[src/rtl/rx_frame_writer_if.sv]
// rtl/rx_frame_writer_if.sv - RX byte stream, RAM port A and status bundle for rx_frame_writer
interface rx_frame_writer_if #(
    parameter int DATA_WIDTH = 36,
    parameter int ADDR_WIDTH = 9
) ();
    logic [7:0]            in_data;
    logic                  in_valid;
    logic                  in_sop;
    logic                  in_eop;
    logic                  in_err;
    logic [ADDR_WIDTH-1:0] rd_ptr;
    logic [DATA_WIDTH-1:0] ram_data;
    logic                  ram_wren;
    logic [ADDR_WIDTH-1:0] ram_addr;
    logic [ADDR_WIDTH-1:0] commit_ptr;
    logic                  frame_ok;
    logic                  frame_drop;
    logic [15:0]           drop_cnt;

    modport master (
        output in_data, in_valid, in_sop, in_eop, in_err, rd_ptr,
        input  ram_data, ram_wren, ram_addr, commit_ptr, frame_ok, frame_drop, drop_cnt
    );

    modport slave (
        input  in_data, in_valid, in_sop, in_eop, in_err, rd_ptr,
        output ram_data, ram_wren, ram_addr, commit_ptr, frame_ok, frame_drop, drop_cnt
    );
endinterface

[src/rtl/rx_frame_writer.sv]
// rtl/rx_frame_writer.sv - packs RX bytes into 36-bit frame-buffer words, commits only complete good frames
module rx_frame_writer #(
    parameter int DATA_WIDTH = 36,
    parameter int ADDR_WIDTH = 9
) (
    input  logic            clk,
    input  logic            rst,
    rx_frame_writer_if.slave bus
);
    typedef enum logic [1:0] {IDLE, RECV, DROP} state_t;

    localparam logic [ADDR_WIDTH-1:0] ONE = 1;

    state_t                state, state_nx;
    logic [ADDR_WIDTH-1:0] wr_ptr, wr_ptr_nx;
    logic [1:0]            idx, idx_nx;
    logic [31:0]           pack, pack_nx;
    logic                  sop_flag, sop_nx;
    logic [ADDR_WIDTH-1:0] commit_q, commit_hold;
    logic                  commit_pend, commit_set;
    logic [DATA_WIDTH-1:0] data_q, data_nx;
    logic [ADDR_WIDTH-1:0] addr_q, addr_nx;
    logic                  wren_q, wren_nx;
    logic                  ok_q, drop_q;
    logic [15:0]           drop_cnt_q;

    logic                  start, drop_old, drop_new;
    logic [ADDR_WIDTH-1:0] eff_commit, base_ptr, next_addr;
    logic [1:0]            base_idx;
    logic [31:0]           lanes;
    logic                  base_sop, space;
    logic [1:0]            drop_inc;
    logic [16:0]           drop_sum;

    always_comb begin
        // A commit that is one cycle from being published is already the rewind target.
        eff_commit = commit_pend ? commit_hold : commit_q;
        start      = bus.in_valid & bus.in_sop;
        base_ptr   = start ? eff_commit : wr_ptr;
        base_idx   = start ? 2'd0 : idx;
        lanes      = start ? 32'd0 : pack;
        lanes[{base_idx, 3'b000} +: 8] = bus.in_data;
        base_sop   = start | sop_flag;
        next_addr  = base_ptr + ONE;
        space      = (next_addr != bus.rd_ptr);

        state_nx   = state;
        wr_ptr_nx  = wr_ptr;
        idx_nx     = idx;
        pack_nx    = pack;
        sop_nx     = sop_flag;
        wren_nx    = 1'b0;
        data_nx    = data_q;
        addr_nx    = addr_q;
        commit_set = 1'b0;
        drop_old   = start & (state == RECV);
        drop_new   = 1'b0;

        if (bus.in_valid & (start | (state == RECV))) begin
            if (bus.in_eop & bus.in_err) begin
                drop_new  = 1'b1;
                wr_ptr_nx = eff_commit;
                idx_nx    = 2'd0;
                pack_nx   = 32'd0;
                sop_nx    = 1'b0;
                state_nx  = IDLE;
            end else if (bus.in_eop | (base_idx == 2'd3)) begin
                idx_nx  = 2'd0;
                pack_nx = 32'd0;
                sop_nx  = 1'b0;
                if (space) begin
                    wren_nx   = 1'b1;
                    addr_nx   = base_ptr;
                    data_nx   = {(bus.in_eop ? base_idx : 2'd0), bus.in_eop, base_sop, lanes};
                    wr_ptr_nx = next_addr;
                    if (bus.in_eop) begin
                        commit_set = 1'b1;
                        state_nx   = IDLE;
                    end else begin
                        state_nx = RECV;
                    end
                end else begin
                    drop_new  = 1'b1;
                    wr_ptr_nx = eff_commit;
                    state_nx  = bus.in_eop ? IDLE : DROP;
                end
            end else begin
                wr_ptr_nx = base_ptr;
                idx_nx    = base_idx + 2'd1;
                pack_nx   = lanes;
                sop_nx    = base_sop;
                state_nx  = RECV;
            end
        end else if ((state == DROP) & bus.in_valid & bus.in_eop) begin
            state_nx = IDLE;
        end

        drop_inc = {1'b0, drop_old} + {1'b0, drop_new};
        drop_sum = {1'b0, drop_cnt_q} + {15'd0, drop_inc};
    end

    always_ff @(posedge clk or posedge rst) begin
        if (rst) begin
            state       <= IDLE;
            wr_ptr      <= '0;
            idx         <= 2'd0;
            pack        <= 32'd0;
            sop_flag    <= 1'b0;
            commit_q    <= '0;
            commit_hold <= '0;
            commit_pend <= 1'b0;
            data_q      <= '0;
            addr_q      <= '0;
            wren_q      <= 1'b0;
            ok_q        <= 1'b0;
            drop_q      <= 1'b0;
            drop_cnt_q  <= 16'd0;
        end else begin
            state       <= state_nx;
            wr_ptr      <= wr_ptr_nx;
            idx         <= idx_nx;
            pack        <= pack_nx;
            sop_flag    <= sop_nx;
            data_q      <= data_nx;
            addr_q      <= addr_nx;
            wren_q      <= wren_nx;
            // Publish one edge after the EOP word is presented, i.e. as the RAM absorbs it.
            commit_pend <= commit_set;
            if (commit_set)
                commit_hold <= next_addr;
            if (commit_pend)
                commit_q <= commit_hold;
            ok_q        <= commit_pend;
            drop_q      <= (drop_inc != 2'd0);
            drop_cnt_q  <= drop_sum[16] ? 16'hFFFF : drop_sum[15:0];
        end
    end

    assign bus.ram_data   = data_q;
    assign bus.ram_wren   = wren_q;
    assign bus.ram_addr   = addr_q;
    assign bus.commit_ptr = commit_q;
    assign bus.frame_ok   = ok_q;
    assign bus.frame_drop = drop_q;
    assign bus.drop_cnt   = drop_cnt_q;
endmodule

[src/flat_wrapper.sv]
// flat-port wrapper written by rule: the top's interface ports become plain ports
module rx_frame_writer_flat 
#(
    parameter int DATA_WIDTH = 36,
    parameter int ADDR_WIDTH = 9
)
  (clk, rst, bus_in_data, bus_in_valid, bus_in_sop, bus_in_eop, bus_in_err, bus_rd_ptr, bus_ram_data, bus_ram_wren, bus_ram_addr, bus_commit_ptr, bus_frame_ok, bus_frame_drop, bus_drop_cnt);
  rx_frame_writer_if #(.DATA_WIDTH(DATA_WIDTH), .ADDR_WIDTH(ADDR_WIDTH)) bus_i ();
  input  logic clk;
  input  logic rst;
  input wire logic [$bits(bus_i.in_data)-1:0] bus_in_data;
  input wire logic [$bits(bus_i.in_valid)-1:0] bus_in_valid;
  input wire logic [$bits(bus_i.in_sop)-1:0] bus_in_sop;
  input wire logic [$bits(bus_i.in_eop)-1:0] bus_in_eop;
  input wire logic [$bits(bus_i.in_err)-1:0] bus_in_err;
  input wire logic [$bits(bus_i.rd_ptr)-1:0] bus_rd_ptr;
  output wire logic [$bits(bus_i.ram_data)-1:0] bus_ram_data;
  output wire logic [$bits(bus_i.ram_wren)-1:0] bus_ram_wren;
  output wire logic [$bits(bus_i.ram_addr)-1:0] bus_ram_addr;
  output wire logic [$bits(bus_i.commit_ptr)-1:0] bus_commit_ptr;
  output wire logic [$bits(bus_i.frame_ok)-1:0] bus_frame_ok;
  output wire logic [$bits(bus_i.frame_drop)-1:0] bus_frame_drop;
  output wire logic [$bits(bus_i.drop_cnt)-1:0] bus_drop_cnt;
  assign bus_i.in_data = bus_in_data;
  assign bus_i.in_valid = bus_in_valid;
  assign bus_i.in_sop = bus_in_sop;
  assign bus_i.in_eop = bus_in_eop;
  assign bus_i.in_err = bus_in_err;
  assign bus_i.rd_ptr = bus_rd_ptr;
  assign bus_ram_data = bus_i.ram_data;
  assign bus_ram_wren = bus_i.ram_wren;
  assign bus_ram_addr = bus_i.ram_addr;
  assign bus_commit_ptr = bus_i.commit_ptr;
  assign bus_frame_ok = bus_i.frame_ok;
  assign bus_frame_drop = bus_i.frame_drop;
  assign bus_drop_cnt = bus_i.drop_cnt;
  rx_frame_writer #(.DATA_WIDTH(DATA_WIDTH), .ADDR_WIDTH(ADDR_WIDTH)) u_core (.clk(clk), .rst(rst), .bus(bus_i));
endmodule
[config.mk]
export PLATFORM = sky130hd
export DESIGN_NAME = rx_frame_writer_flat
export DESIGN_NICKNAME = d
export VERILOG_FILES = /design/src/rtl/rx_frame_writer_if.sv /design/src/rtl/rx_frame_writer.sv /design/src/flat_wrapper.sv
export SDC_FILE = /design/constraint.sdc
export NUM_CORES = 1
export LEC_CHECK = 0
export ABC_CLOCK_PERIOD_IN_PS = 7900
export CAP_MARGIN = 20
export CORE_AREA = 2 2 106 108
export CTS_BUF_LIST = sky130_fd_sc_hd__clkbuf_4 sky130_fd_sc_hd__clkbuf_8
export CTS_CLUSTER_DIAMETER = 100
export DETAILED_ROUTE_END_ITERATION = 16
export DIE_AREA = 0 0 108 110
export GPL_ROUTABILITY_DRIVEN = 0
export GPL_TIMING_DRIVEN = 1
export PLACE_DENSITY_LB_ADDON = 0.2
export SLEW_MARGIN = 20
export SYNTH_ARGS = -nofsm -noshare
export SYNTH_HDL_FRONTEND = slang
export SYNTH_SLANG_ARGS = --single-unit
[constraint.sdc]
create_clock -name clk -period 7.9 [get_ports clk]
set_input_delay 1.185 -clock clk [delete_from_list [all_inputs] [get_ports clk]]
set_output_delay 1.185 -clock clk [all_outputs]
set_load 0.01 [all_outputs]
* Word-level counts from Yosys, hierarchy flattened *
Index checks and enable logic that the tools add are counted.

storage, ports and cells
  bits in registers = 129
  output and inout port bits = 73
  logic and storage cells = 74

operators by class
  $add $sub $neg = 5
  equality and inequality tests = 4
  shift-type cells = 2
  muxes and demuxes = 36
  bitwise operators = 10
  reduce and logical (&&, ||, !) cells = 3

operator list
  operator                                                                count
  32-bit two-way mux                                                      3
  9-bit two-way mux                                                       5
  32-bit bitwise mux                                                      1
  8-bit by 7-bit variable shift with 32-bit output, first input constant  1
  8-bit by 7-bit indexed part select with 32-bit output                   1
  2-bit two-way mux                                                       10
  16-bit by 2-bit adder with 17-bit output                                1
  1-bit two-way mux                                                       16
  16-bit two-way mux                                                      1
  9-bit by 1-bit adder with 9-bit output, second input constant           1
  9-bit inequality test                                                   1
  5-bit negator with 7-bit output                                         1
  1-bit AND                                                               6
  2-bit == test, second input constant                                    2
  4-bit AND reduction                                                     1
  2-bit nonzero test                                                      2
  1-bit OR                                                                3
  1-bit by 1-bit adder with 2-bit output                                  1
  2-bit by 1-bit adder with 2-bit output, second input constant           1
  2-bit by 1-bit == test with 1-bit output, second input constant         1
  1-bit inverter                                                          1

* Depth between registers and ports, before layout *
Gate-level depths: netlist of the first run.

  depth in word-level cells = 11
  gate-level depth with buffers = 23
  mapped depth without buffers = 21

* Worst setup path before layout of the first run *
No wires, ideal clock.

  path kind = input -> register
  start = input port bus_in_sop
  end = register u_core.drop_cnt_q[10] (netlist: u_core.bus.drop_cnt[10])
  library setup time = 68 ps
  data arrival time = 5841 ps
  required time = 7832 ps
  path slack = 1992 ps
  cell stages on the path = 23
  buffers on the path = 2
  path through = and2_1 buf_2 mux2_2 ha_1 inv_1 a211o_1 nor4_1 xnor2_1 a211o_1 a2111oi_4 a31oi_1 nor2_1 ha_1 ha_1 inv_1 fa_1 nor2_1 and3_1 nand2_1 nor2_1 nand4_1 clkbuf_1 nand2_1

on the way
  cells in the longest elaborated chain, start to end = 11
  elaborated cells on any way between the ends = 17
  classes of those cells = add/sub (3); eq/ne (2); mux (7); bitwise (5)

ends and longest elaborated chain
  element                                   line                    text
  start: declaration                        flat_wrapper.sv:13      input wire logic [$bits(bus_i.in_sop)-1:0] bus_in_sop;
  1-bit AND                                 rx_frame_writer.sv:38   start = bus.in_valid & bus.in_sop;
  9-bit two-way mux                         rx_frame_writer.sv:39   base_ptr = start ? eff_commit : wr_ptr;
  named net u_core.base_ptr[0]              rx_frame_writer.sv:28   logic [ADDR_WIDTH-1:0] eff_commit, base_ptr, next_addr;
  9-bit by 1-bit adder with 9-bit output    rx_frame_writer.sv:44   next_addr = base_ptr + ONE;
  9-bit inequality test                     rx_frame_writer.sv:45   space = (next_addr != bus.rd_ptr);
  1-bit two-way mux                         rx_frame_writer.sv:71   if (space) begin
  1-bit two-way mux                         rx_frame_writer.sv:67   end else if (bus.in_eop | (base_idx == 2'd3)) begin
  1-bit two-way mux                         rx_frame_writer.sv:60   if (bus.in_eop & bus.in_err) begin
  1-bit two-way mux                         rx_frame_writer.sv:59   if (bus.in_valid & (start | (state == RECV))) begin
  1-bit by 1-bit adder with 2-bit output    rx_frame_writer.sv:98   drop_inc = {1'b0, drop_old} + {1'b0, drop_new};
  16-bit by 2-bit adder with 17-bit output  rx_frame_writer.sv:99   drop_sum = {1'b0, drop_cnt_q} + {15'd0, drop_inc};
  16-bit two-way mux                        rx_frame_writer.sv:135  drop_cnt_q <= drop_sum[16] ? 16'hFFFF : drop_sum[15:0];
  end signal: assignment                    rx_frame_writer.sv:135
  end: declaration                          rx_frame_writer.sv:25   logic [15:0] drop_cnt_q;

The timed path passes the listed nets, and every way through them passes these cells.
A chain may end at the register's enable or synchronous reset.

* Worst setup path after layout of the first run *
  start = input port bus_in_valid
  end = register u_core.drop_cnt_q[0] (netlist: u_core.bus.drop_cnt[0])

on the way
  cells in the longest elaborated chain, start to end = 11
  elaborated cells on any way between the ends = 17
  classes of those cells = add/sub (3); eq/ne (2); mux (7); bitwise (5)

ends and longest elaborated chain
  element                                   line                    text
  start: declaration                        flat_wrapper.sv:12      input wire logic [$bits(bus_i.in_valid)-1:0] bus_in_valid;
  1-bit AND                                 rx_frame_writer.sv:38
  9-bit two-way mux                         rx_frame_writer.sv:39
  named net u_core.base_ptr[0]              rx_frame_writer.sv:28
  9-bit by 1-bit adder with 9-bit output    rx_frame_writer.sv:44
  9-bit inequality test                     rx_frame_writer.sv:45
  1-bit two-way mux                         rx_frame_writer.sv:71
  1-bit two-way mux                         rx_frame_writer.sv:67
  1-bit two-way mux                         rx_frame_writer.sv:60
  1-bit two-way mux                         rx_frame_writer.sv:59
  1-bit by 1-bit adder with 2-bit output    rx_frame_writer.sv:98
  16-bit by 2-bit adder with 17-bit output  rx_frame_writer.sv:99
  16-bit two-way mux                        rx_frame_writer.sv:135

The timed path passes the listed nets, and every way through them passes these cells.

==> flow_summary_export.csv, run 1 <==
group,metric,value,unit
timing,tns,0,ns
timing,grt_setup_unrepaired,"false",
global_routing,grt_pass1_wl,25000,µm
route,routedWlPerCell,18.9,µm
power_and_ir_drop,ir_worst_vdd,0.000177,V
timing,finalHoldViolCount,0,
clock_network,cts_tree,"done",
clock_network,post-cts-setup-buffer-count,0,
yosys,synth_nets,605,
floorplanning,die_w,108,µm
route,ant_nets,0,
placed_design,io_buffers,95,
finish,nets,691,
run_status,status,"finished, final reports clean",
timing,tightest_slew,0.952,ns
route,post-route-drc-count,0,
clock_network,numCtsBuffers,17,
route,vias,4975,
floorplanning,start_util,0.603,
yosys,syn_avg_cell_area,11.3,µm²
setup_path,slowest_stage,"clkdlybuf4s50_1",
timing,finalCritPeriodShare,0.869,
timing,relSlewSlack,0.361,
setup_path,r2r-end,"u_core.bus.drop_cnt[0]",
power_and_ir_drop,p_switching,0.732,mW
yosys,syn-cell-area,6450,µm²
power_and_ir_drop,p_comb_frac,0.332,
power_and_ir_drop,power_frac_seq,0.395,
setup_path,end_kind,"register",
setup_path,critical-path-max-stage-delay,0.72,ns
clock_network,clk_path_buf_depth,2,
worst_hold_path,hold_end,"u_core.idx[1]",
finish,diodes,0,
clock_network,htreeDepth,4,
setup_path,reg2reg_slack,1.79,ns
yosys,synth-warning-count,0,
placed_design,place_hpwl,10100,µm
power_and_ir_drop,p_leak,3.67,nW
setup_path,cp_num_buf_inv,3,
job,maxCapViolations,0,
power_and_ir_drop,p_int,1.47,mW
setup_path,timing.rr.start,"u_core.commit_pend",
worst_hold_path,hold_depth,2,
setup_path,criticalPathCategory,"in -> reg",
finish,area_growth,22.3,%
yosys,synth_edf_count,0,
global_routing,grt_overflow,0,
route,wl,15300,µm
power_and_ir_drop,clkPwrFrac,0.274,
yosys,ys.flop_type,"dfrtp_1",
timing,timing.fmax,0.146,GHz
finish,final_cells,809,
setup_path,startpoint_type,"input port",
timing,setup_viol,0,
route,drtIter0Drc,405,
setup_path,cpLargestDelayFamily,"simple AND/OR/NAND/NOR gates",
worst_hold_path,hold_path_class,"reg -> reg",
floorplanning,die_h,110,µm
yosys,ys_ff_latch,129,
power_and_ir_drop,switching_share,0.332,
setup_path,worstPathCellList,"clkdlybuf4s50_1 > and2_1 > mux2_2 > ha_1 > inv_1 > a211o_1 > nor4_1 > xnor2_1 > a211o_1 > a2111oi_4 > a31oi_1 > nor2_1 > ha_1 > ha_1 > inv_1 > fa_1 > nor2_1 > and3_1 > nand2_1 > nor2_1 > nand4_1 > nand2b_1",
setup_path,crit_arrival,7.23,ns
global_routing,grt_pass1_vias,4974,
timing,slew_viol_final,0,
setup_path,cp.required,8.26,ns
timing,post-route-min-period,6.87,ns
timing,finClkSkew,0.00813,ns
route,viasPerCell,6.15,
yosys,yosysSeqAreaShare,0.501,
yosys,synthCells,570,
clock_network,clk_pin_slew,0.08,ns
floorplanning,boundaryPins,96,
power_and_ir_drop,powerDensity,280,nW/µm²
floorplanning,die-area,11900,µm²
worst_hold_path,hold_start,"u_core.idx[1]",
clock_network,cts_num_sinks,129,
route,dr.pass1.iters,5,
placed_design,dp.cells,777,
timing,holdWs,0.485,ns
yosys,ys_async_sr_fraction,1.00,
clock_network,cts-resized-gates,0,
finish,drive_gt1_frac,0.105,
floorplanning,core-area,10700,µm²
floorplanning,rows,38,
setup_path,path_max_fanout,13,
global_routing,grt_max_degree,84,
clock_network,clkLatencyLatePin,0.44,ns
global_routing,grtUsageTotal,0.276,
setup_path,worstRegToRegCells,21,
global_routing,antenna_found_initial,0,
setup_path,cp-startpoint,"bus_in_valid",
clock_network,cts_hold_buf,0,
clock_network,clockRootBuffer,"clkbuf_8",
yosys,yosysUniqueCellTypes,57,
-- placed cells by master (no fill, tap or decap), drive strengths merged, types with 12 or more instances in the layout --
cell           Yosys  final
nor2              24     24
dfrtp            129    129
mux2i             13     13
nand2             49     49
clkbuf            16     20
inv               26     28
and3              12     12
o21ai             15     15
a22o              66     66
clkdlybuf4s50      0     95
a21oi             21     21
xnor2             21     21
nand3             12     12
mux2              53     53
-- synthesized netlist by cell type (all sizes together) (6+ instances only) --
master	number	share of area
mux2i	13	0.020
nor2	24	0.014
o21ai	15	0.012
a22o	66	0.090
and3	12	0.012
a211oi	7	0.0082
nor3	6	0.0064
buf	21	0.023
dfrtp	129	0.50
inv	26	0.015
clkbuf	16	0.0093
xnor2	21	0.029
a21oi	21	0.016
mux2	53	0.095
nand3	12	0.0093
nand2	49	0.029
ha	11	0.021
-- registers in the layout, indices dropped and copies added (netlist names) --
name                   cells
u_core.bus.ram_data       36
u_core.pack               32
u_core.bus.drop_cnt       16
u_core.bus.commit_ptr      9
u_core.bus.ram_addr        9
u_core.commit_hold         9
u_core.wr_ptr              9
u_core.idx                 2
u_core.state               2
u_core.bus.frame_drop      1
u_core.bus.frame_ok        1
u_core.bus.ram_wren        1
u_core.commit_pend         1
u_core.sop_flag            1
-- layer usage --
layer  global-route usage  part of all wire  wire length, µm
met1                0.372              0.44             6760
met2                0.429              0.46             7090
met3               0.0682             0.064              984
met4                0.123             0.031              479
met5                    0                 0                0
-- worst min-delay path: cells and delay by family, from the launching register on --
kind	cells	cell delay [ns]
DFF	1	0.35
and+or+nand+nor	2	0.10
-- worst max path at each step --
stage                              end  slack, ns  depth (start not counted)
3_5_place_dp    u_core.bus.drop_cnt[0]       0.74                         22
6_report        u_core.bus.drop_cnt[0]       1.03                         22
5_1_grt         u_core.bus.drop_cnt[0]       0.49                         22
2_1_floorplan  u_core.bus.drop_cnt[10]       1.99                         23
4_1_cts         u_core.bus.drop_cnt[0]       1.18                         22
3_3_place_gp    u_core.bus.drop_cnt[0]       1.02                         22
-- kinds of logic (layout without fill, tap and decap cells) --
| family | count (synthesis) | in the layout | share of synthesized area |
|---|---|---|---|
| and+or+nand+nor | 128 | 128 | 0.0974 |
| muxes | 66 | 66 | 0.116 |
| xor gates and xnor gates | 28 | 28 | 0.0423 |
| AOI/OAI and AO/OA | 144 | 144 | 0.172 |
| buffers and inverters | 63 | 162 | 0.0474 |
| DFF | 129 | 129 | 0.501 |
| adders and majority gates | 12 | 12 | 0.0245 |
-- stage by stage --
step	util	cell area [µm²]	setup slack (ns)	power [mW]
finish	0.737	7880	1.03	2.21
global route	0.737	7880	0.493	2.33
CTS	0.737	7880	1.18	2.21
detailed placement	0.696	7450	0.735	1.60
global placement	0.696	7450	1.02	1.57
floorplan	-	6450	1.99	1.32
-- power by group through the flow --
| stage | registers [mW] | clock network, mW | logic, mW |
|---|---|---|---|
| finish | 0.871 | 0.604 | 0.732 |
| detailed placement | 0.878 | 0 | 0.720 |
| CTS | 0.870 | 0.610 | 0.728 |
| global placement | 0.873 | 0 | 0.699 |
| floorplan | 0.896 | 0 | 0.422 |
| global route | 0.886 | 0.644 | 0.800 |
-- layout make-up --
type,count,area (µm²)
flip-flops and latches,129,3230
multi-input cells,378,2920
fillers,756,2810
repair buffers,104,1030
clock buffers,20,275
well taps,140,175
clock inverters,12,155
inverters,26,100
Note: power is estimated with default switching activity, not from simulation.
==> inputs of run 2 (changes only) <==
--- a/config.mk
+++ b/config.mk
@@ -7,11 +7,11 @@
 export LEC_CHECK = 0
 export ABC_CLOCK_PERIOD_IN_PS = 7900
 export CAP_MARGIN = 20
-export CORE_AREA = 2 2 106 108
+export CORE_AREA = 3 3 107 109
 export CTS_BUF_LIST = sky130_fd_sc_hd__clkbuf_4 sky130_fd_sc_hd__clkbuf_8
 export CTS_CLUSTER_DIAMETER = 100
 export DETAILED_ROUTE_END_ITERATION = 16
-export DIE_AREA = 0 0 108 110
+export DIE_AREA = 0 0 110 112
 export GPL_ROUTABILITY_DRIVEN = 0
 export GPL_TIMING_DRIVEN = 1
 export PLACE_DENSITY_LB_ADDON = 0.2
==> run 2 against run 1 <==
Worst hold slack lost 0.0069 ns. Via count shrank 0.80%. Cell area down 0.11%. Count of clock-buffer cells in the layout fell by 2. Worst setup slack worse by 0.53 ns.
==> flow_summary_export.csv, run 2 (synthesis results as in run 1) <==
group,metric,value,unit
run_status,status,"finished, final reports clean",
finish,ff_latch_area,3230,µm²
clock_network,cts-resized-gates,0,
setup_path,end_kind,"register",
global_routing,grt_use_met3,0.0742,
clock_network,numCtsBuffers,17,
placed_design,place_hpwl,10300,µm
floorplanning,die_h,112,µm
finish,fin_area,7880,µm²
clock_network,post-cts-setup-buffer-count,0,
power_and_ir_drop,p_leak,3.67,nW
clock_network,htreeDepth,4,
placed_design,io_buffers,95,
timing,holdWs,0.478,ns
finish,drive_gt1_frac,0.0979,
route,post-route-drc-count,0,
timing,grt_setup_unrepaired,"false",
finish,fin_util,0.736,
clock_network,clkLatencyLatePin,0.44,ns
route,wl,15400,µm
finish,largest_reg_flops,36,
power_and_ir_drop,powerDensity,286,nW/µm²
timing,finClkSkew,0.0102,ns
floorplanning,die_w,110,µm
global_routing,gr-max-usage-layer,"met2",
timing,timing.fmax,0.135,GHz
power_and_ir_drop,design_power_total,2.25,mW
finish,final_cell_mix,"129 x dfrtp_1, 95 x clkdlybuf4s50_1, 66 x a22o_1",
timing,setup_viol,0,
setup_path,startpoint_type,"input port",
worst_hold_path,hold_path_class,"reg -> reg",
setup_path,path_max_fanout,13,
timing,tightest_slew,0.935,ns
placed_design,dp.cells,774,
global_routing,grt_use_met2,0.400,
finish,multi_input_area,2920,µm²
route,drtIter0Drc,337,
timing,setup_ws,0.502,ns
global_routing,grt_overflow,0,
clock_network,cts_tree,"done",
route,ant_nets,0,
global_routing,grtUsageTotal,0.264,
finish,nets,688,
global_routing,antenna_found_initial,0,
timing,slew_viol_final,0,
timing,tns,0,ns
floorplanning,start_util,0.603,
global_routing,grt_max_degree,73,
finish,layout_commonest_cell,"dfrtp_1",
setup_path,cp.required,8.26,ns
timing,relSlewSlack,0.372,
setup_path,criticalPathCategory,"in -> reg",
clock_network,clk_path_buf_depth,2,
floorplanning,rows,38,
global_routing,grt_pass1_wl,25200,µm
finish,fill_cells,749,
clock_network,cts_num_sinks,129,
placed_design,post_dp_cell_area,7410,µm²
floorplanning,die-area,12300,µm²
clock_network,cts_hold_buf,0,
route,routedWlPerCell,19.1,µm
finish,area_growth,22.1,%
route,viasPerCell,6.14,
global_routing,grt_pass1_vias,4934,
timing,finalCritPeriodShare,0.936,
job,maxCapViolations,0,
clock_network,clockRootBuffer,"clkbuf_8",
timing,post-route-min-period,7.40,ns
floorplanning,boundaryPins,96,
power_and_ir_drop,ir_worst_vdd,0.000201,V
finish,diodes,0,
clock_network,clk_pin_slew,0.07,ns
floorplanning,core-area,10700,µm²
route,dr.pass1.iters,5,
timing,finalHoldViolCount,0,
finish,final_cells,804,
placed_design,post-place-ws,0.351,ns
setup_path,crit_arrival,7.76,ns
route,vias,4935,
global_routing,met1_usage,0.364,
-- run 2: changes by cell type in the layout (fill, tap and decap cells not counted), moves of 2 or more --
| cell | change |
|---|---|
| bufinv_16 | +2 |
| clkbuf_8 | -2 |
| clkinv_2 | -2 |
| clkinv_4 | +4 |
| clkinvlp_4 | -3 |
-- run 2: critical path: stages --
cell             delay (ns)
clkdlybuf4s50_1        0.70
and2_1                 0.43
mux2_2                 0.48
ha_1                   0.38
xor2_1                 0.17
a2111oi_0              0.57
o221ai_1               0.24
a211o_1                0.31
a2111oi_4              0.43
a31oi_1                0.36
nor2_1                 0.26
ha_1                   0.18
ha_1                   0.18
inv_1                  0.07
fa_1                   0.41
nor2_1                 0.18
and3_1                 0.24
nand2_1                0.12
nor2_1                 0.18
nand4_1                0.45
nand2b_1               0.23
-- run 2: report_power, final --
group | switching (mW) | leakage (nW) | internal (mW)
clock network | 0.265 | 0.221 | 0.383
logic | 0.387 | 1.75 | 0.347
registers | 0.0829 | 1.70 | 0.786
total | 0.735 | 3.67 | 1.52
-- run 2: layout make-up --
type / instances / area share
clock buffer: 18 / 0.0315
multi-input combinational: 378 / 0.371
clock inverter: 12 / 0.0265
tap: 140 / 0.0222
inverter: 26 / 0.0127
sequential: 129 / 0.410
timing repair buffer: 101 / 0.126
-- run 2: routing by layer --
layer,up-vias,wire length (µm)
met3,30,1070
met4,0,259
li1,2226,-
met1,2461,6660
met5,-,0
met2,218,7380
-- run 2: final timing paths --
path                               startpoint                endpoint  slack, ns  depth (start not counted)
max in group asynchronous                 rst   u_core.commit_hold[7]       5.37                          3
hold / removal                  u_core.idx[1]           u_core.idx[1]       0.48                          2
hold reg to reg                 u_core.idx[1]           u_core.idx[1]       0.48                          2
min in group asynchronous                 rst         u_core.pack[22]       1.27                          2
setup / recovery                 bus_in_valid  u_core.bus.drop_cnt[0]       0.50                         21
setup reg to reg           u_core.commit_pend  u_core.bus.drop_cnt[0]       1.39                         20
==> inputs of run 3 (changes only) <==
--- a/config.mk
+++ b/config.mk
@@ -7,11 +7,13 @@
 export LEC_CHECK = 0
 export ABC_CLOCK_PERIOD_IN_PS = 7900
 export CAP_MARGIN = 20
-export CORE_AREA = 3 3 107 109
+export CELL_PAD_IN_SITES_DETAIL_PLACEMENT = 0
+export CELL_PAD_IN_SITES_GLOBAL_PLACEMENT = 1
+export CORE_AREA = 3 3 120 122
 export CTS_BUF_LIST = sky130_fd_sc_hd__clkbuf_4 sky130_fd_sc_hd__clkbuf_8
 export CTS_CLUSTER_DIAMETER = 100
 export DETAILED_ROUTE_END_ITERATION = 16
-export DIE_AREA = 0 0 110 112
+export DIE_AREA = 0 0 123 125
 export GPL_ROUTABILITY_DRIVEN = 0
 export GPL_TIMING_DRIVEN = 1
 export PLACE_DENSITY_LB_ADDON = 0.2
==> run 3 against run 2 <==
Global-route usage shrank 5.4 points. Cell count grew 5.0%. Sequential share of layout area shrank 0.059 points.
==> flow_summary_export.csv, run 3 (synthesis results as in run 1) <==
group,metric,value,unit
clock_network,numCtsBuffers,17,
finish,layout_commonest_cell,"dfrtp_1",
finish,diodes,0,
route,routedWlPerCell,18.1,µm
floorplanning,boundaryPins,96,
route,wl,15300,µm
clock_network,cts_hold_buf,0,
floorplanning,die-area,15400,µm²
setup_path,cp.required,8.26,ns
timing,slew_viol_final,0,
finish,area_growth,22.3,%
floorplanning,die_w,123,µm
clock_network,cts_num_sinks,129,
route,post-route-drc-count,0,
placed_design,post_dp_cell_area,7480,µm²
finish,final_cell_mix,"129 x dfrtp_1, 95 x clkdlybuf4s50_1, 66 x a22o_1",
timing,post-route-min-period,7.05,ns
clock_network,clk_pin_slew,0.08,ns
clock_network,cts-resized-gates,0,
timing,relSlewSlack,0.303,
finish,nets,692,
finish,largest_reg_flops,36,
power_and_ir_drop,clkPwrFrac,0.261,
floorplanning,rows,42,
route,drtIter0Drc,364,
clock_network,clk_path_buf_depth,2,
power_and_ir_drop,switching_share,0.334,
setup_path,end_kind,"register",
finish,fin_area,7890,µm²
finish,drive_gt1_frac,0.103,
setup_path,crit_arrival,7.42,ns
global_routing,grtUsageTotal,0.211,
power_and_ir_drop,ir_worst_vdd,0.000139,V
clock_network,htreeDepth,4,
floorplanning,core-area,13300,µm²
setup_path,cpLargestDelayFamily,"simple AND/OR/NAND/NOR gates",
timing,finClkSkew,0.0114,ns
power_and_ir_drop,p_int,1.44,mW
run_status,status,"finished, final reports clean",
placed_design,post-place-ws,0.399,ns
timing,timing.fmax,0.142,GHz
worst_hold_path,hold_path_class,"reg -> reg",
finish,fill_cells,1104,
route,ant_nets,0,
clock_network,clkLatencyLatePin,0.45,ns
job,maxCapViolations,0,
timing,setup_viol,0,
floorplanning,start_util,0.485,
global_routing,grt_max_degree,86,
timing,grt_setup_unrepaired,"false",
placed_design,io_buffers,95,
timing,tightest_slew,1.04,ns
timing,finalCritPeriodShare,0.893,
power_and_ir_drop,p_leak,3.66,nW
setup_path,worstPathCellList,"clkdlybuf4s50_1 > and2_1 > mux2_2 > ha_1 > xnor2_1 > o22ai_1 > a211oi_1 > o221ai_1 > a211o_1 > a2111oi_4 > a31oi_1 > buf_4 > nor2_1 > ha_1 > ha_1 > inv_1 > fa_1 > nor2_1 > and3_1 > nand2_1 > nor2_1 > nand4_1 > nand2b_1",
power_and_ir_drop,power_frac_seq,0.400,
setup_path,startpoint_type,"input port",
global_routing,antenna_found_initial,0,
route,vias,4791,
worst_hold_path,hold_depth,2,
finish,fin_util,0.593,
setup_path,cp_num_buf_inv,3,
placed_design,place_hpwl,10500,µm
global_routing,grt_pass1_vias,4861,
clock_network,clockRootBuffer,"clkbuf_8",
timing,tns,0,ns
timing,finalHoldViolCount,0,
setup_path,path_max_fanout,13,
global_routing,grt_overflow,0,
route,viasPerCell,5.68,
floorplanning,die_h,125,µm
setup_path,worstRegToRegCells,22,
power_and_ir_drop,p_switching,0.720,mW
route,dr.pass1.iters,5,
power_and_ir_drop,powerDensity,274,nW/µm²
clock_network,post-cts-setup-buffer-count,0,
setup_path,criticalPathCategory,"in -> reg",
global_routing,grt_pass1_wl,25500,µm
clock_network,cts_tree,"done",
setup_path,critical-path-max-stage-delay,0.71,ns
setup_path,slowest_stage,"clkdlybuf4s50_1",
timing,setup_ws,0.847,ns
power_and_ir_drop,p_comb_frac,0.339,
setup_path,worst-path-stages,23,
==> run 3: changes by cell type in the layout (fill, tap and decap cells not counted) <==
| cell | change |
|---|---|
| inv_6 | -1 |
| clkinv_2 | +2 |
| buf_6 | +1 |
| clkbuf_2 | +1 |
| clkbuf_8 | +2 |
| clkbuf_4 | +1 |
| bufinv_16 | -3 |
| o21ai_0 | +1 |
| buf_4 | +2 |
| o21ai_1 | -1 |
| clkinvlp_4 | +2 |
| clkinv_4 | -3 |
==> run 3: worst paths after layout <==
path | startpoint | slack [ns] | endpoint
setup / recovery | bus_in_valid | 0.85 | u_core.bus.drop_cnt[0]
setup reg to reg | u_core.commit_pend | 1.74 | u_core.bus.drop_cnt[0]
hold / removal | u_core.idx[1] | 0.47 | u_core.idx[1]
hold reg to reg | u_core.idx[1] | 0.47 | u_core.idx[1]
min in group asynchronous | rst | 1.15 | u_core.bus.ram_data[4]
max in group asynchronous | rst | 5.59 | u_core.wr_ptr[4]
==> run 3: worst register-to-register path: stages, from the launching register on <==
cell       delay [ns]
dfrtp_1          0.67
mux2_2           0.44
mux2_2           0.37
ha_1             0.30
xnor2_1          0.28
o22ai_1          0.16
a211oi_1         0.31
o221ai_1         0.18
a211o_1          0.29
a2111oi_4        0.44
a31oi_1          0.14
buf_4            0.19
nor2_1           0.13
ha_1             0.16
ha_1             0.16
inv_1            0.06
fa_1             0.42
nor2_1           0.18
and3_1           0.24
nand2_1          0.12
nor2_1           0.18
nand4_1          0.46
nand2b_1         0.21
==> run 3: metal layers <==
layer  share of wire  global-route usage  wire length [µm]  up-vias
met2            0.45               0.315              6900      156
met3           0.061              0.0488               929       17
met5               0                   0                 0        -
met1            0.47               0.305              7230     2385
met4           0.014              0.0697               212        0
li1                -                   -                 -     2233
==> run 3: stage by stage <==
step	cells	hold slack [ns]	power, mW
after floorplan	570	0.374	1.32
after global placement	813	0.455	1.59
after detailed placement	813	0.457	1.60
after CTS	843	0.475	2.17
after global routing	844	0.500	2.29
final	844	0.470	2.16
==> run 3: cell type report <==
class / count / area, µm² / area share
clock buffer: 21 / 283 / 0.0359
clock inverter: 9 / 109 / 0.0138
inverter: 26 / 100 / 0.0127
multi-input combinational: 378 / 2920 / 0.370
sequential: 129 / 3230 / 0.409
tap: 176 / 220 / 0.0279
timing repair buffer: 105 / 1030 / 0.130
==> run 3: power groups by stage <==
stage | clock network [mW] | registers [mW] | logic (mW)
global route | 0.603 | 0.883 | 0.804
global placement | 0 | 0.872 | 0.715
detailed placement | 0 | 0.876 | 0.727
floorplan | 0 | 0.896 | 0.422
CTS | 0.576 | 0.865 | 0.733
finish | 0.564 | 0.864 | 0.731
==> RTL change: new RTL, flow settings as in run 3 <==
`ADDR_WIDTH` is set to 9 in 3 places; all go to 10.
--- a/src/rtl/rx_frame_writer_if.sv
+++ b/src/rtl/rx_frame_writer_if.sv
@@ -1,7 +1,7 @@
 // rtl/rx_frame_writer_if.sv - RX byte stream, RAM port A and status bundle for rx_frame_writer
 interface rx_frame_writer_if #(
     parameter int DATA_WIDTH = 36,
-    parameter int ADDR_WIDTH = 9
+    parameter int ADDR_WIDTH = 10
 ) ();
     logic [7:0]            in_data;
     logic                  in_valid;
--- a/src/rtl/rx_frame_writer.sv
+++ b/src/rtl/rx_frame_writer.sv
@@ -1,7 +1,7 @@
 // rtl/rx_frame_writer.sv - packs RX bytes into 36-bit frame-buffer words, commits only complete good frames
 module rx_frame_writer #(
     parameter int DATA_WIDTH = 36,
-    parameter int ADDR_WIDTH = 9
+    parameter int ADDR_WIDTH = 10
 ) (
     input  logic            clk,
     input  logic            rst,
--- a/src/flat_wrapper.sv
+++ b/src/flat_wrapper.sv
@@ -2,7 +2,7 @@
 module rx_frame_writer_flat 
 #(
     parameter int DATA_WIDTH = 36,
-    parameter int ADDR_WIDTH = 9
+    parameter int ADDR_WIDTH = 10
 )
   (clk, rst, bus_in_data, bus_in_valid, bus_in_sop, bus_in_eop, bus_in_err, bus_rd_ptr, bus_ram_data, bus_ram_wren, bus_ram_addr, bus_commit_ptr, bus_frame_ok, bus_frame_drop, bus_drop_cnt);
   rx_frame_writer_if #(.DATA_WIDTH(DATA_WIDTH), .ADDR_WIDTH(ADDR_WIDTH)) bus_i ();
Interface: changed (resized bus_commit_ptr, bus_ram_addr and bus_rd_ptr); port bits go from 96 to 99. The function was not compared with the original's and may differ.
==> RTL change against run 3 <==
Sequential cell count up 4; hold slack better by 1.6 ps; routed wire length up 5.0%; global-route usage up 0.56 points; setup slack better by 170 ps; sequential power up 4.2%; final area down 0.38%; non-clock buffer count up 1; largest power group unchanged; total power up 5.9%; combinational power up 2%; area after synthesis down 2.0%; clock skew up 0.75 ps; sequential share of layout area up 1.4 points; register-to-register slack worse by 130 ps.
==> RTL change: results (changes against run 3) <==
run_status:
  status: "finished clean"  # unchanged
global_route:
  grt_max_degree: 68  # was 86
  groute.usage.overall_pct: 21.6  # was 21.1%
  grt_pass1_wl_um: 26300  # was 25500 um
  grt_use_met3_pct: 4.56  # was 4.88%
  grt_util_met2_pct: 34.2  # was 31.5%
  met1_usage_pct: 29.9  # was 30.5%
  grt_pass1_vias: 4940  # was 4861
final_layout:
  largest_reg_flops: 36  # unchanged
  diodes: 0  # unchanged
  num-nets-final: 727  # was 692
  n_fill_cell: 1123  # was 1104
  final_layout_size_suffix_gt1_share_pct: 9.38  # was 10.3%
clock_network:
  cts_root_buffer: "clkbuf_8"  # unchanged
  clk_path_buf_depth: 2  # unchanged
  clkTransAtPathRegs_ps: 70
power:
  cellLeakagePower_nw: 3.45  # was 3.66 nW
  vdd_drop_max_uv: 172  # was 139 uV
yosys:
  synth_common_cells: "dfrtp_1, nand2_1, o21ai_0"  # was dfrtp_1, a22o_1, nand2_1
  synth_area_leaders: "dfrtp_1, nand2_1, a22o_1"  # was dfrtp_1, a22o_1, mux2_1
  synth_cell_types: 61  # was 57
  ys_seq_area_share_pct: 52.7  # was 50.1%
  ys_warn_count: 0  # unchanged
  syn_nets: 638  # was 605
placed_design:
  dp_hpwl_um: 11100  # was 10500 um
  port_buffers: 98  # was 95
  place_area_mm2: 0.00741  # was 0.00748 mm^2
sta:
  slew_headroom_pct: 28.9  # was 30.3%
  finClkSkew_ps: 12.2  # was 11.4 ps
detailed_routing:
  via_per_inst: 5.70  # was 5.68
  wire_per_inst_um: 18.2  # was 18.1 um
  drtIter0Drc: 423  # was 364
  dr.pass1.iters: 6  # was 5
critical_path:
  cp.arrival_ps: 7240  # was 7420 ps
  rr_worst_depth: 23  # was 22
## RTL change: where the power goes
part | leakage (nW) | switching [mW] | total (mW) | internal (mW)
sequential | 1.73 | 0.0862 | 0.900 | 0.813
clock | 0.234 | 0.261 | 0.639 | 0.378
combinational | 1.48 | 0.396 | 0.747 | 0.351
## RTL change: final timing paths
| check | end | start | slack [ps] |
|---|---|---|---|
| max in group asynchronous | u_core.bus.ram_data[23]$_DFFE_PP0P_ | rst | 5250 |
| min in group asynchronous | u_core.bus.frame_ok$_DFF_PP0_ | rst | 1270 |
| max | u_core.bus.drop_cnt[6]$_DFF_PP0_ | bus_in_valid | 1020 |
| max reg2reg | u_core.bus.drop_cnt[6]$_DFF_PP0_ | u_core.commit_pend$_DFF_PP0_ | 1610 |
| min | u_core.wr_ptr[8]$_DFFE_PP0P_ | u_core.wr_ptr[8]$_DFFE_PP0P_ | 470 |
| min reg2reg | u_core.wr_ptr[8]$_DFFE_PP0P_ | u_core.wr_ptr[8]$_DFFE_PP0P_ | 470 |
## RTL change: cell families after synthesis
family          synth area share, %
mux                            4.62
simple gates                   13.2
fa+ha+maj                      2.50
xor+xnor                       4.54
buf+inv                        4.00
flops                          52.7
compound gates                 18.4
## RTL change: critical path, stage by stage
cell and delay (ps):
clkdlybuf4s50_1 610, and2_1 390, buf_4 280, mux2i_1 410
inv_1 90, ha_1 250, o211ai_1 210, nor2_1 160
xnor2_1 200, nor4_1 380, nand4_2 230, o21ai_2 410
and2_1 210, ha_1 140, ha_1 160, inv_1 50
fa_1 390, nor2_1 170, and3_1 190, and2_1 190
nand4_1 180, nor2_1 200, nand3_1 380, o21ai_0 190
## RTL change: stage by stage
stage / util, % / worst slack, ps / instances
global placement: 55.7 / 880 / 848
detailed placement: 55.7 / 548 / 848
finish: 59.1 / 1020 / 880
floorplan: - / 2090 / 602
CTS: 59.1 / 998 / 880
global route: 59.1 / 531 / 880
## RTL change: layout make-up
class / count / area, um^2 / area share [%]
well taps: 176 / 220 / 2.80
clock buffers: 23 / 298 / 3.79
inverters: 17 / 66.3 / 0.844
flip-flops and latches: 133 / 3330 / 42.4
multi-input cells: 416 / 2750 / 35.1
clock inverters: 9 / 149 / 1.90
repair buffers: 106 / 1040 / 13.3
## RTL change: metal layers
layer	vias to the layer above	wire length, um	share of wire, %
met5	-	0	0
met4	0	265	1.7
met3	25	872	5.4
met2	193	7760	48
met1	2467	7140	45
li1	2327	-	-
